===== src/rtl/eq_pkg.sv =====
// Shared constants, FSM state type and fixed-point helpers for the biquad equalizer.
package eq_pkg;

    localparam int DATA_W    = 16;
    localparam int COEF_W    = 16;
    localparam int ACC_W     = 40;
    localparam int FRAC_BITS = 14;
    localparam int N_SECT    = 3;
    localparam int N_TAPS    = 5;
    localparam int N_COEF    = N_SECT * N_TAPS;

    // Tap order inside a section; a1/a2 are stored pre-negated.
    localparam int TAP_B0 = 0;
    localparam int TAP_B1 = 1;
    localparam int TAP_B2 = 2;
    localparam int TAP_A1 = 3;
    localparam int TAP_A2 = 4;

    typedef enum logic [1:0] {
        IDLE = 2'd0,
        MAC  = 2'd1,
        WB   = 2'd2,
        DONE = 2'd3
    } state_e;

    // Unity passthrough: b0 = 1.0 in Q2.14, everything else zero.
    localparam logic [COEF_W-1:0] COEF_RST_B0    = 16'h4000;
    localparam logic [COEF_W-1:0] COEF_RST_OTHER = 16'h0000;

    localparam logic signed [ACC_W-1:0] SAT_MAX = 40'sd32767;
    localparam logic signed [ACC_W-1:0] SAT_MIN = -40'sd32768;

    function automatic logic [COEF_W-1:0] coef_rst_value(input int idx);
        return ((idx % N_TAPS) == TAP_B0) ? COEF_RST_B0 : COEF_RST_OTHER;
    endfunction

    // Drop the fraction bits (arithmetic shift, truncation) and clamp to 16 bits.
    function automatic logic [DATA_W-1:0] sat16(input logic signed [ACC_W-1:0] acc);
        logic signed [ACC_W-1:0] sh;
        sh = acc >>> FRAC_BITS;
        if (sh > SAT_MAX) begin
            return 16'h7FFF;
        end else if (sh < SAT_MIN) begin
            return 16'h8000;
        end
        return sh[DATA_W-1:0];
    endfunction

endpackage


===== src/rtl/eq_coef_bank.sv =====
// Double-buffered coefficient store: host writes land in the shadow bank and are
// copied to the active bank only when a sample is accepted with a commit pending.
module eq_coef_bank
    import eq_pkg::*;
(
    input  logic              clk,
    input  logic              reset,
    input  logic              wr_en_i,
    input  logic [3:0]        wr_addr_i,
    input  logic [COEF_W-1:0] wr_data_i,
    input  logic              commit_i,
    input  logic              apply_i,
    input  logic [1:0]        rd_sect_i,
    input  logic [2:0]        rd_tap_i,
    output logic [COEF_W-1:0] rd_data_o
);

    logic [COEF_W-1:0] shadow_q [N_COEF];
    logic [COEF_W-1:0] active_q [N_COEF];
    logic              pending_q;
    logic              pending_d;
    logic              do_copy;
    logic [3:0]        rd_idx;

    assign do_copy = apply_i && pending_q;

    // A commit arriving in the same cycle as an apply stays pending for the next sample.
    always_comb begin
        pending_d = pending_q;
        if (apply_i) begin
            pending_d = 1'b0;
        end
        if (commit_i) begin
            pending_d = 1'b1;
        end
    end

    // Commit-pending flag register.
    always_ff @(posedge clk or posedge reset) begin
        if (reset) begin
            pending_q <= 1'b0;
        end else begin
            pending_q <= pending_d;
        end
    end

    // One shadow/active pair per coefficient; address 15 matches no entry and is ignored.
    generate
        for (genvar gi = 0; gi < N_COEF; gi++) begin : g_coef
            localparam logic [COEF_W-1:0] RST_VAL = coef_rst_value(gi);

            // Shadow takes host writes; active copies shadow on an applied commit.
            always_ff @(posedge clk or posedge reset) begin
                if (reset) begin
                    shadow_q[gi] <= RST_VAL;
                    active_q[gi] <= RST_VAL;
                end else begin
                    if (wr_en_i && (wr_addr_i == 4'(gi))) begin
                        shadow_q[gi] <= wr_data_i;
                    end
                    if (do_copy) begin
                        active_q[gi] <= shadow_q[gi];
                    end
                end
            end
        end
    endgenerate

    assign rd_idx = 4'(rd_sect_i) * 4'd5 + 4'(rd_tap_i);

    // Combinational read of the active coefficient for the current (section, tap).
    always_comb begin
        rd_data_o = '0;
        if (rd_idx < 4'(N_COEF)) begin
            rd_data_o = active_q[rd_idx];
        end
    end

endmodule


===== src/rtl/eq_biquad_scheduler.sv =====
// Three-section stereo biquad cascade sharing one 16x16 multiplier and a 40-bit
// accumulator; one sample per l_r_clk edge, 19 busy cycles per sample.
module eq_biquad_scheduler
    import eq_pkg::*;
(
    input  logic              clk,
    input  logic              reset,
    input  logic              l_r_clk,
    input  logic [DATA_W-1:0] sample_in,
    input  logic              coef_wr_en,
    input  logic [3:0]        coef_wr_addr,
    input  logic [COEF_W-1:0] coef_wr_data,
    input  logic              coef_commit,
    output logic [DATA_W-1:0] sample_out,
    output logic              sample_out_ch,
    output logic              out_valid,
    output logic              busy,
    output logic              overrun
);

    logic lr_sync1_q, lr_sync2_q, lr_prev_q;
    logic edge_pulse, accept;

    state_e      state_q, state_d;
    logic [1:0]  sect_q, sect_d;
    logic [2:0]  tap_q, tap_d;
    logic        last_sect;

    logic                     ch_q;
    logic [DATA_W-1:0]        x0_q;
    logic signed [ACC_W-1:0]  acc_q, acc_d;
    logic [DATA_W-1:0]        x1_q [2][N_SECT];
    logic [DATA_W-1:0]        x2_q [2][N_SECT];
    logic [DATA_W-1:0]        y1_q [2][N_SECT];
    logic [DATA_W-1:0]        y2_q [2][N_SECT];
    logic [DATA_W-1:0]        sample_out_q;
    logic                     sample_out_ch_q;
    logic                     overrun_q;

    logic [COEF_W-1:0]        coef_rd;
    logic [DATA_W-1:0]        operand;
    logic signed [31:0]       prod;
    logic [DATA_W-1:0]        y_wb;

    assign edge_pulse = lr_sync2_q ^ lr_prev_q;
    assign accept     = edge_pulse && (state_q == IDLE);
    assign last_sect  = (sect_q == 2'(N_SECT - 1));

    eq_coef_bank u_coef_bank (
        .clk       (clk),
        .reset     (reset),
        .wr_en_i   (coef_wr_en),
        .wr_addr_i (coef_wr_addr),
        .wr_data_i (coef_wr_data),
        .commit_i  (coef_commit),
        .apply_i   (accept),
        .rd_sect_i (sect_q),
        .rd_tap_i  (tap_q),
        .rd_data_o (coef_rd)
    );

    // Two-flop synchronizer for l_r_clk plus the previous synced level for edge detection.
    always_ff @(posedge clk or posedge reset) begin
        if (reset) begin
            lr_sync1_q <= 1'b0;
            lr_sync2_q <= 1'b0;
            lr_prev_q  <= 1'b0;
        end else begin
            lr_sync1_q <= l_r_clk;
            lr_sync2_q <= lr_sync1_q;
            lr_prev_q  <= lr_sync2_q;
        end
    end

    // FSM state register with section and tap counters.
    always_ff @(posedge clk or posedge reset) begin
        if (reset) begin
            state_q <= IDLE;
            sect_q  <= '0;
            tap_q   <= '0;
        end else begin
            state_q <= state_d;
            sect_q  <= sect_d;
            tap_q   <= tap_d;
        end
    end

    // Next-state: five MAC taps, one write-back per section, one DONE cycle at the end.
    always_comb begin
        state_d = state_q;
        sect_d  = sect_q;
        tap_d   = tap_q;
        case (state_q)
            IDLE: begin
                if (edge_pulse) begin
                    state_d = MAC;
                    sect_d  = '0;
                    tap_d   = '0;
                end
            end
            MAC: begin
                if (tap_q == 3'(N_TAPS - 1)) begin
                    state_d = WB;
                end else begin
                    tap_d = tap_q + 3'd1;
                end
            end
            WB: begin
                tap_d = '0;
                if (last_sect) begin
                    state_d = DONE;
                end else begin
                    sect_d  = sect_q + 2'd1;
                    state_d = MAC;
                end
            end
            DONE:    state_d = IDLE;
            default: state_d = IDLE;
        endcase
    end

    // Moore outputs decoded from the registered state.
    always_comb begin
        busy      = (state_q != IDLE);
        out_valid = (state_q == DONE);
    end

    // Operand for the current tap, taken from the active channel's state slice.
    always_comb begin
        operand = x0_q;
        case (tap_q)
            3'(TAP_B0): operand = x0_q;
            3'(TAP_B1): operand = x1_q[ch_q][sect_q];
            3'(TAP_B2): operand = x2_q[ch_q][sect_q];
            3'(TAP_A1): operand = y1_q[ch_q][sect_q];
            3'(TAP_A2): operand = y2_q[ch_q][sect_q];
            default:    operand = x0_q;
        endcase
    end

    assign prod = $signed(coef_rd) * $signed(operand);
    assign y_wb = sat16(acc_q);

    // Tap 0 restarts the sum so no explicit clear cycle is needed between sections.
    always_comb begin
        acc_d = (tap_q == 3'(TAP_B0)) ? '0 : acc_q;
        acc_d = acc_d + {{(ACC_W-32){prod[31]}}, prod};
    end

    // Datapath: capture, accumulate, write-back and filter-state shifting.
    always_ff @(posedge clk or posedge reset) begin
        if (reset) begin
            ch_q            <= 1'b0;
            x0_q            <= '0;
            acc_q           <= '0;
            sample_out_q    <= '0;
            sample_out_ch_q <= 1'b0;
            overrun_q       <= 1'b0;
            for (int c = 0; c < 2; c++) begin
                for (int s = 0; s < N_SECT; s++) begin
                    x1_q[c][s] <= '0;
                    x2_q[c][s] <= '0;
                    y1_q[c][s] <= '0;
                    y2_q[c][s] <= '0;
                end
            end
        end else begin
            if (accept) begin
                x0_q <= sample_in;
                ch_q <= lr_sync2_q;
            end else if (edge_pulse) begin
                overrun_q <= 1'b1;
            end
            if (state_q == MAC) begin
                acc_q <= acc_d;
            end
            if (state_q == WB) begin
                x2_q[ch_q][sect_q] <= x1_q[ch_q][sect_q];
                x1_q[ch_q][sect_q] <= x0_q;
                y2_q[ch_q][sect_q] <= y1_q[ch_q][sect_q];
                y1_q[ch_q][sect_q] <= y_wb;
                if (!last_sect) begin
                    x0_q <= y_wb;
                end else begin
                    // Loaded as the last write-back retires so it is valid during DONE.
                    sample_out_q    <= y_wb;
                    sample_out_ch_q <= ch_q;
                end
            end
        end
    end

    assign sample_out    = sample_out_q;
    assign sample_out_ch = sample_out_ch_q;
    assign overrun       = overrun_q;

endmodule


===== config.mk =====
export PLATFORM = sky130hd
export DESIGN_NAME = eq_biquad_scheduler
export DESIGN_NICKNAME = d
export VERILOG_FILES = /design/src/rtl/eq_pkg.sv /design/src/rtl/eq_coef_bank.sv /design/src/rtl/eq_biquad_scheduler.sv
export SDC_FILE = /design/constraint.sdc
export NUM_CORES = 2
export LEC_CHECK = 0
export ABC_AREA = 1
export CORE_UTILIZATION = 29
export CTS_CLUSTER_DIAMETER = 40
export DETAILED_ROUTE_END_ITERATION = 7
export GPL_ROUTABILITY_DRIVEN = 0
export GPL_TIMING_DRIVEN = 1
export SLEW_MARGIN = 20
export SYNTH_ARGS = -nofsm -noshare
export SYNTH_HDL_FRONTEND = slang
export SYNTH_HIERARCHICAL = 1
export SYNTH_SLANG_ARGS = --single-unit

===== constraint.sdc =====
create_clock -name clk -period 21.2 [get_ports clk]
set_clock_uncertainty 0.1 [all_clocks]
set_input_delay 2.12 -clock clk [delete_from_list [all_inputs] [get_ports clk]]
set_output_delay 2.12 -clock clk [all_outputs]
set_load 0.05 [all_outputs]

Word level (Yosys, flattened, before mapping)
Cells that the tools add are included.
{"block": "word_totals", "in_bits": 41, "out_inout_bits": 20, "word_cells": 201, "reg_bits": 950}
{"block": "op_classes", "addsub": 4, "n_reduce_logical": 31, "n_lt_le_gt_ge": 8, "n_mux": 58, "eq_ne": 26, "mul": 2, "bitwise_logic": 5}
{"operator": "48-bit two-way mux", "count": 13}
{"operator": "96-bit bitwise mux", "count": 4}
{"operator": "16-bit two-way mux", "count": 18}
{"operator": "16-bit binary-select mux with 2-bit select", "count": 4}
{"operator": "16-bit binary-select mux with 4-bit select", "count": 1}
{"operator": "16-bit one-hot mux with 4 select lines", "count": 1}
{"operator": "48-bit demux with 1-bit select", "count": 1}
{"operator": "40-bit adder", "count": 1}
{"operator": "40-bit two-way mux", "count": 1}
{"operator": "16-bit demux with 2-bit select", "count": 1}
{"operator": "16-bit by 16-bit multiplier with 32-bit output", "count": 1}
{"operator": "4-bit equality test (second input constant)", "count": 7}
{"operator": "26-bit by 16-bit greater-than comparator with 1-bit output (second input constant)", "count": 1}
{"operator": "26-bit by 16-bit < comparator with 1-bit output (second input constant)", "count": 1}
{"operator": "1-bit logical AND", "count": 19}
{"operator": "4-bit by 3-bit equality test with 1-bit output (second input constant)", "count": 4}
{"operator": "2-bit two-way mux", "count": 5}
{"operator": "3-bit one-hot mux with 3 select lines", "count": 1}
{"operator": "4-bit by 2-bit equality test with 1-bit output (second input constant)", "count": 2}
{"operator": "2-bit inequality test (second input constant)", "count": 4}
{"operator": "2-bit one-hot mux with 4 select lines", "count": 1}
{"operator": "2-bit equality test (second input constant)", "count": 3}
{"operator": "3-bit by 2-bit equality test with 1-bit output (second input constant)", "count": 2}
{"operator": "3-bit two-way mux", "count": 2}
{"operator": "other kinds (28)", "count": 36}

Longest topological paths before layout
{"block": "logic_depth", "ltp_word": 10, "ltp_mapped": 56, "ltp_nobuf": 54}

Cells and area by module
Netlist, hierarchy kept.
{"mod": "eq_biquad_scheduler", "instances": 1, "area_per_inst_um2": 33434.6, "cells_each": 4108, "seq_area_each_um2": 11736.3}
{"mod": "eq_coef_bank", "instances": 1, "area_per_inst_um2": 19992.9, "cells_each": 1948, "seq_area_each_um2": 12044.1}

Worst setup path after synthesis
No wires, ideal clock.
{"block": "synth_timing", "kind": "register to register", "start": "register sect_q[1]", "end": "register acc_q[39]", "arrival_ns": 9.029, "required_time_ns": 20.983, "period_less_slack_ns": 9.246, "path_buffers": 2, "path_stages_with_launch": 46, "setup_slack_ns": 11.954, "setup_time_ns": 0.117, "cell_sequence": "dfrtp_1 > ha_1 > ha_1 > inv_1 > fa_1 > inv_1 > clkbuf_1 > nand3_1 > nand3_1 > nand2_1 > inv_1 > buf_1 > inv_1 > nor2_1 > inv_1 > fa_1 > inv_1 > fa_1 > [10 not listed] > nand3_1 > a31o_2 > a21oi_1 > xnor2_1 > ha_1 > nand2_1 > nor2_1 > nand2_1 > nor4_1 > nand2_1 > o211ai_1 > nand3_2 > nand2_1 > nand3_2 > nand2_1 > nand2_1 > nand3_1 > nand2_1"}
{"block": "synth_between", "elab_chain_cells": 9, "word_cells_on_any_way": 24, "cone_classes": "add/sub: 2; mul: 2; order compare: 1; mux: 17; bitwise: 2"}
{"element": "start, declared", "line_no": "eq_biquad_scheduler.sv:25", "source": "logic [1:0] sect_q, sect_d;"}
{"element": "start signal, assigned", "line_no": "eq_biquad_scheduler.sv:83", "source": "sect_q <= sect_d;"}
{"element": "2-bit by 3-bit multiplier with 4-bit output *", "line_no": "eq_coef_bank.sv:69", "source": "assign rd_idx = 4'(rd_sect_i) * 4'd5 + 4'(rd_tap_i);"}
{"element": "4-bit by 3-bit adder with 4-bit output *", "line_no": "eq_coef_bank.sv:69"}
{"element": "4-bit inverter with 5-bit output (implied by the code)", "line_no": "eq_coef_bank.sv:75", "source": "rd_data_o = active_q[rd_idx];"}
{"element": "16-bit binary-select mux with 4-bit select", "line_no": "eq_coef_bank.sv:75"}
{"element": "16-bit two-way mux (implied by the code) (2 in series)", "line_no": "eq_coef_bank.sv:75"}
{"element": "16-bit two-way mux *", "line_no": "eq_coef_bank.sv:74", "source": "if (rd_idx < 4'(N_COEF)) begin"}
{"element": "named net coef_rd[15]", "line_no": "eq_biquad_scheduler.sv:40", "source": "logic [COEF_W-1:0] coef_rd;"}
{"element": "16-bit by 16-bit multiplier with 32-bit output *", "line_no": "eq_biquad_scheduler.sv:141", "source": "assign prod = $signed(coef_rd) * $signed(operand);"}
{"element": "40-bit adder *", "line_no": "eq_biquad_scheduler.sv:147", "source": "acc_d = acc_d + {{(ACC_W-32){prod[31]}}, prod};"}
{"element": "end signal, assigned", "line_no": "eq_biquad_scheduler.sv:155", "source": "acc_q <= '0;"}
{"element": "end signal, assigned", "line_no": "eq_biquad_scheduler.sv:175", "source": "acc_q <= acc_d;"}
{"element": "end, declared", "line_no": "eq_biquad_scheduler.sv:31", "source": "logic signed [ACC_W-1:0] acc_q, acc_d;"}
Mark *: on every way through the listed nets, which the timed path passes. The rest lies on a longest branch. The select of a mux whose other input is x is not followed.
A chain may end at the register's enable or synchronous reset.

Worst setup path after layout
{"block": "layout_timing", "start": "register ch_q", "end": "register acc_q[39]"}
{"block": "layout_between", "elab_chain_cells": 10, "word_cells_on_any_way": 28, "cone_classes": "add/sub: 1; mul: 1; mux: 25; bitwise: 1"}
{"element": "start, declared", "line_no": "eq_biquad_scheduler.sv:29", "source": "logic ch_q;"}
{"element": "start signal, assigned", "line_no": "eq_biquad_scheduler.sv:170", "source": "ch_q <= lr_sync2_q;"}
{"element": "1-bit inverter with 2-bit output (implied by the code) *"}
{"element": "48-bit two-way mux (on tied branches) (3 in series)"}
{"element": "16-bit binary-select mux with 2-bit select (on tied branches)"}
{"element": "16-bit two-way mux (on tied branches) (2 in series)"}
{"element": "16-bit one-hot mux with 4 select lines *", "line_no": "eq_biquad_scheduler.sv:131", "source": "case (tap_q)"}
{"element": "16-bit by 16-bit multiplier with 32-bit output *", "line_no": "eq_biquad_scheduler.sv:141"}
{"element": "40-bit adder *", "line_no": "eq_biquad_scheduler.sv:147"}
Every way passes the cells marked *; elsewhere a longest branch is shown, timed or not. The select of a mux whose other input is x is not followed.

==> results by group <==
CTS
  – Worst-skew pair later-pin latency: 0.78 ns
  – Hold_buf cts: 0
  – CTS tree: done
  – CTS Root Cell: clkbuf_16
  – Setup bufs post-CTS: 0
  – H-tree levels: 3
  – Clk sink count: 950
  – CTS Buf Count: 121
  – CTS max path bufs: 3
  – PostCTS Resize Cnt: 0
  – Worst-path clk slew: 0.06 ns

Worst setup path
  – Worst EP required: 21.69 ns
  – Critical path peak fanout: 75
  – Worst Setup Start Kind: flip-flop
  – R2R cell count: 43
  – Worst setup path class: reg2reg
  – Slowest stage delay, CP: 0.87 ns
  – Crit path capture type: flip-flop
  – Critical Path Slowest Stage Cell: fa_1
  – CP arrival: 11.62 ns
  – Critical path's most frequent cell: nand2_1

Placed design
  – PortBufs: 60
  – DP Wirelength: 99,220 um
  – Instance area after placement: 56,160 um^2

Timing
  – Final Hold Fails: 0
  – Final hold slack: 0.2471 ns
  – Max-slew violation count: 0
  – Crit path time final: 11.12 ns
  – Fmax: 89.92 MHz
  – Fin crit share: 0.5246
  – Rel. slew slack: 0.2343
  – Final setup viols: 0
  – Worst Tran Pin Value: 1.137 ns
  – Setup TNS: 0 ns
  – RSZ-0062 raised after global routing: no

Synth
  – Synth Cell Area: 53,430 um^2
  – Syn avg cell area: 8.822 um^2
  – Top-count cell post-synth: nand2_1
  – Synth Warn #: 6
  – Count of cell types in the netlist: 58
  – Largest cells by area after synthesis: dfrtp_1 (44%), fa_1 (9.9%), nand2_1 (9.3%)
  – Number of synthesized flops with an enable pin: 0
  – Top cell type's share of synthesized area: 0.4421
  – Sequential-to-total area share from yosys stat: 0.4451
  – Cells after synthesis: 6,056
  – Synth area leader: dfrtp_1
  – Syn Nets: 6,493
  – Synth top cells by count: nand2_1 (1,324), dfrtp_1 (944), o21ai_0 (749)
  – Top FF cell, synth: dfrtp_1
  – Yosys reg bits: 950
  – Ys async rst share: 1.000

Detailed routing
  – WL/cell: 18.08 um
  – Metal3 WL: 9742 um
  – Final ANT Viol Nets: 0
  – DRC: 0
  – DR iter-0 viols: 3,772
  – DRT Pass-1 Iters: 6
  – WL final: 154,500 um
  – Metal-1 WL: 66,310 um
  – DR top layer: met4
  – Routed vias: 41,697
  – Via/cell ratio: 4.880
  – Met2 Routed Length: 71,790 um

Final layout
  – Total Nets Final: 6,414
  – Share of cells above drive strength 1: 0.1079
  – Filler cells: 19,042
  – Finished Cell Area: 60,610 um^2
  – Area Overhead vs Synth: 13.45%
  – Register area: 23,790 um^2
  – Area of the multi-input gates: 25,630 um^2

GRT
  – Total grt overflow: 0
  – First-pass GRT wire length: 243,700 um
  – Vias in the first global route: 41,641
  – Initial antenna violation count: 4
  – GR Util All Layers: 0.1671
  – Largest net degree at the start of global routing: 160

Status
  – Outcome: complete, no violations

Min path
  – Hold Crit Class: reg2reg
  – Worst hold path depth: 0

Die
  – Initial Util: 0.2918
  – Die Y: 431.2 um
  – Die W: 431.2 um
  – Die ar.: 186,000 um^2
  – I/O pin count: 61
  – Cell Rows: 157
  – Core Region: 183,100 um^2

Job
  – Max-cap violations: 0
## metrics by stage
stage | util | worst slack, ns | instances
after floorplan | - | 5.569 | 6056
after global placement | 0.3068 | 10.41 | 8318
after detailed placement | 0.3068 | 10.27 | 8318
after CTS | 0.3310 | 10.16 | 8543
after global routing | 0.3311 | 9.418 | 8544
final | 0.3311 | 10.08 | 8545
## critical path: cells and delay by family (launching register included)
kind / cells / cell delay [ns]
flip-flops: 1 / 0.72
AND/OR/NAND/NOR: 17 / 1.97
buffers and inverters: 7 / 1.98
AO/OA/AOI/OAI: 10 / 1.79
XOR/XNOR: 1 / 0.11
adder cells (fa/ha/maj): 8 / 4.19
## logic make-up after synthesis
family,synth area share
compound gates,0.1311
simple gates,0.1640
xor+xnor,0.007049
flops,0.4451
mux,0.04616
fa+ha+maj,0.1300
buf+inv,0.07660
## layout make-up
class,count,share of cell area
Multi-Input combinational cell,4112,0.4228
Tap cell,2464,0.05086
Timing Repair Buffer,134,0.01934
Clock buffer,149,0.05367
Inverter,658,0.04114
Antenna cell,2,0.00008257
Sequential cell,950,0.3924
Clock inverter,76,0.01965
## registers in the layout, indices dropped and copies added, names as in the netlist
name,count
u_coef_bank/active_q,240
u_coef_bank/shadow_q,240
x1_q,96
x2_q,96
y1_q,96
y2_q,96
acc_q,40
sample_out,16
x0_q,16
tap_q,3
sect_q,2
state_q,2
ch_q,1
lr_prev_q,1
lr_sync1_q,1
lr_sync2_q,1
overrun,1
sample_out_ch,1
u_coef_bank/pending_q,1
## final timing paths
kind / start / to / slack [ns]
worst max register to register: ch_q$_DFFE_PP0P_ / acc_q[39]$_DFFE_PP0P_ / 10.08
worst min register to register: lr_sync1_q$_DFF_PP0_ / lr_sync2_q$_DFF_PP0_ / 0.25
worst min-delay path: lr_sync1_q$_DFF_PP0_ / lr_sync2_q$_DFF_PP0_ / 0.25
min in group asynchronous: reset / sample_out[0]$_DFFE_PP0P_ / 1.88
max in group asynchronous: reset / ch_q$_DFFE_PP0P_ / 16.56
worst max-delay path: ch_q$_DFFE_PP0P_ / acc_q[39]$_DFFE_PP0P_ / 10.08
## metal layers
layer | global-route usage | vias up
li1 | - | 19447
met3 | 0.02701 | 306
met1 | 0.2219 | 20617
met2 | 0.2696 | 1327
met4 | 0.07011 | 0
met5 | 0 | -
## layout by cell type (no fill, tap or decap), drive strengths merged
master	instances
nand2	1345
dfrtp	944
o21ai	865
inv	659
nor2	515
fa	265
nand3	252
mux2	219
a21oi	182
clkbuf	149
ha	131
a31oi	124
buf	74
clkdlybuf4s50	60
clkinv	38
o22ai	34
o211ai	33
nand4	25
xnor2	24
bufinv	23
o21a	21
xor2	19
or2	16
clkinvlp	14
nor3	9
nor4	7
a21o	7
dfstp	6
o21bai	6
diode	2
nand3b	2
and3	2
a21boi	2
a32o	1
o221ai	1
and2	1
o31ai	1
a221oi	1
o211a	1
a31o	1
Power is left out: the tool's default activity adds up to more than one toggle a clock period on the data nets, which glitch-free logic cannot reach.
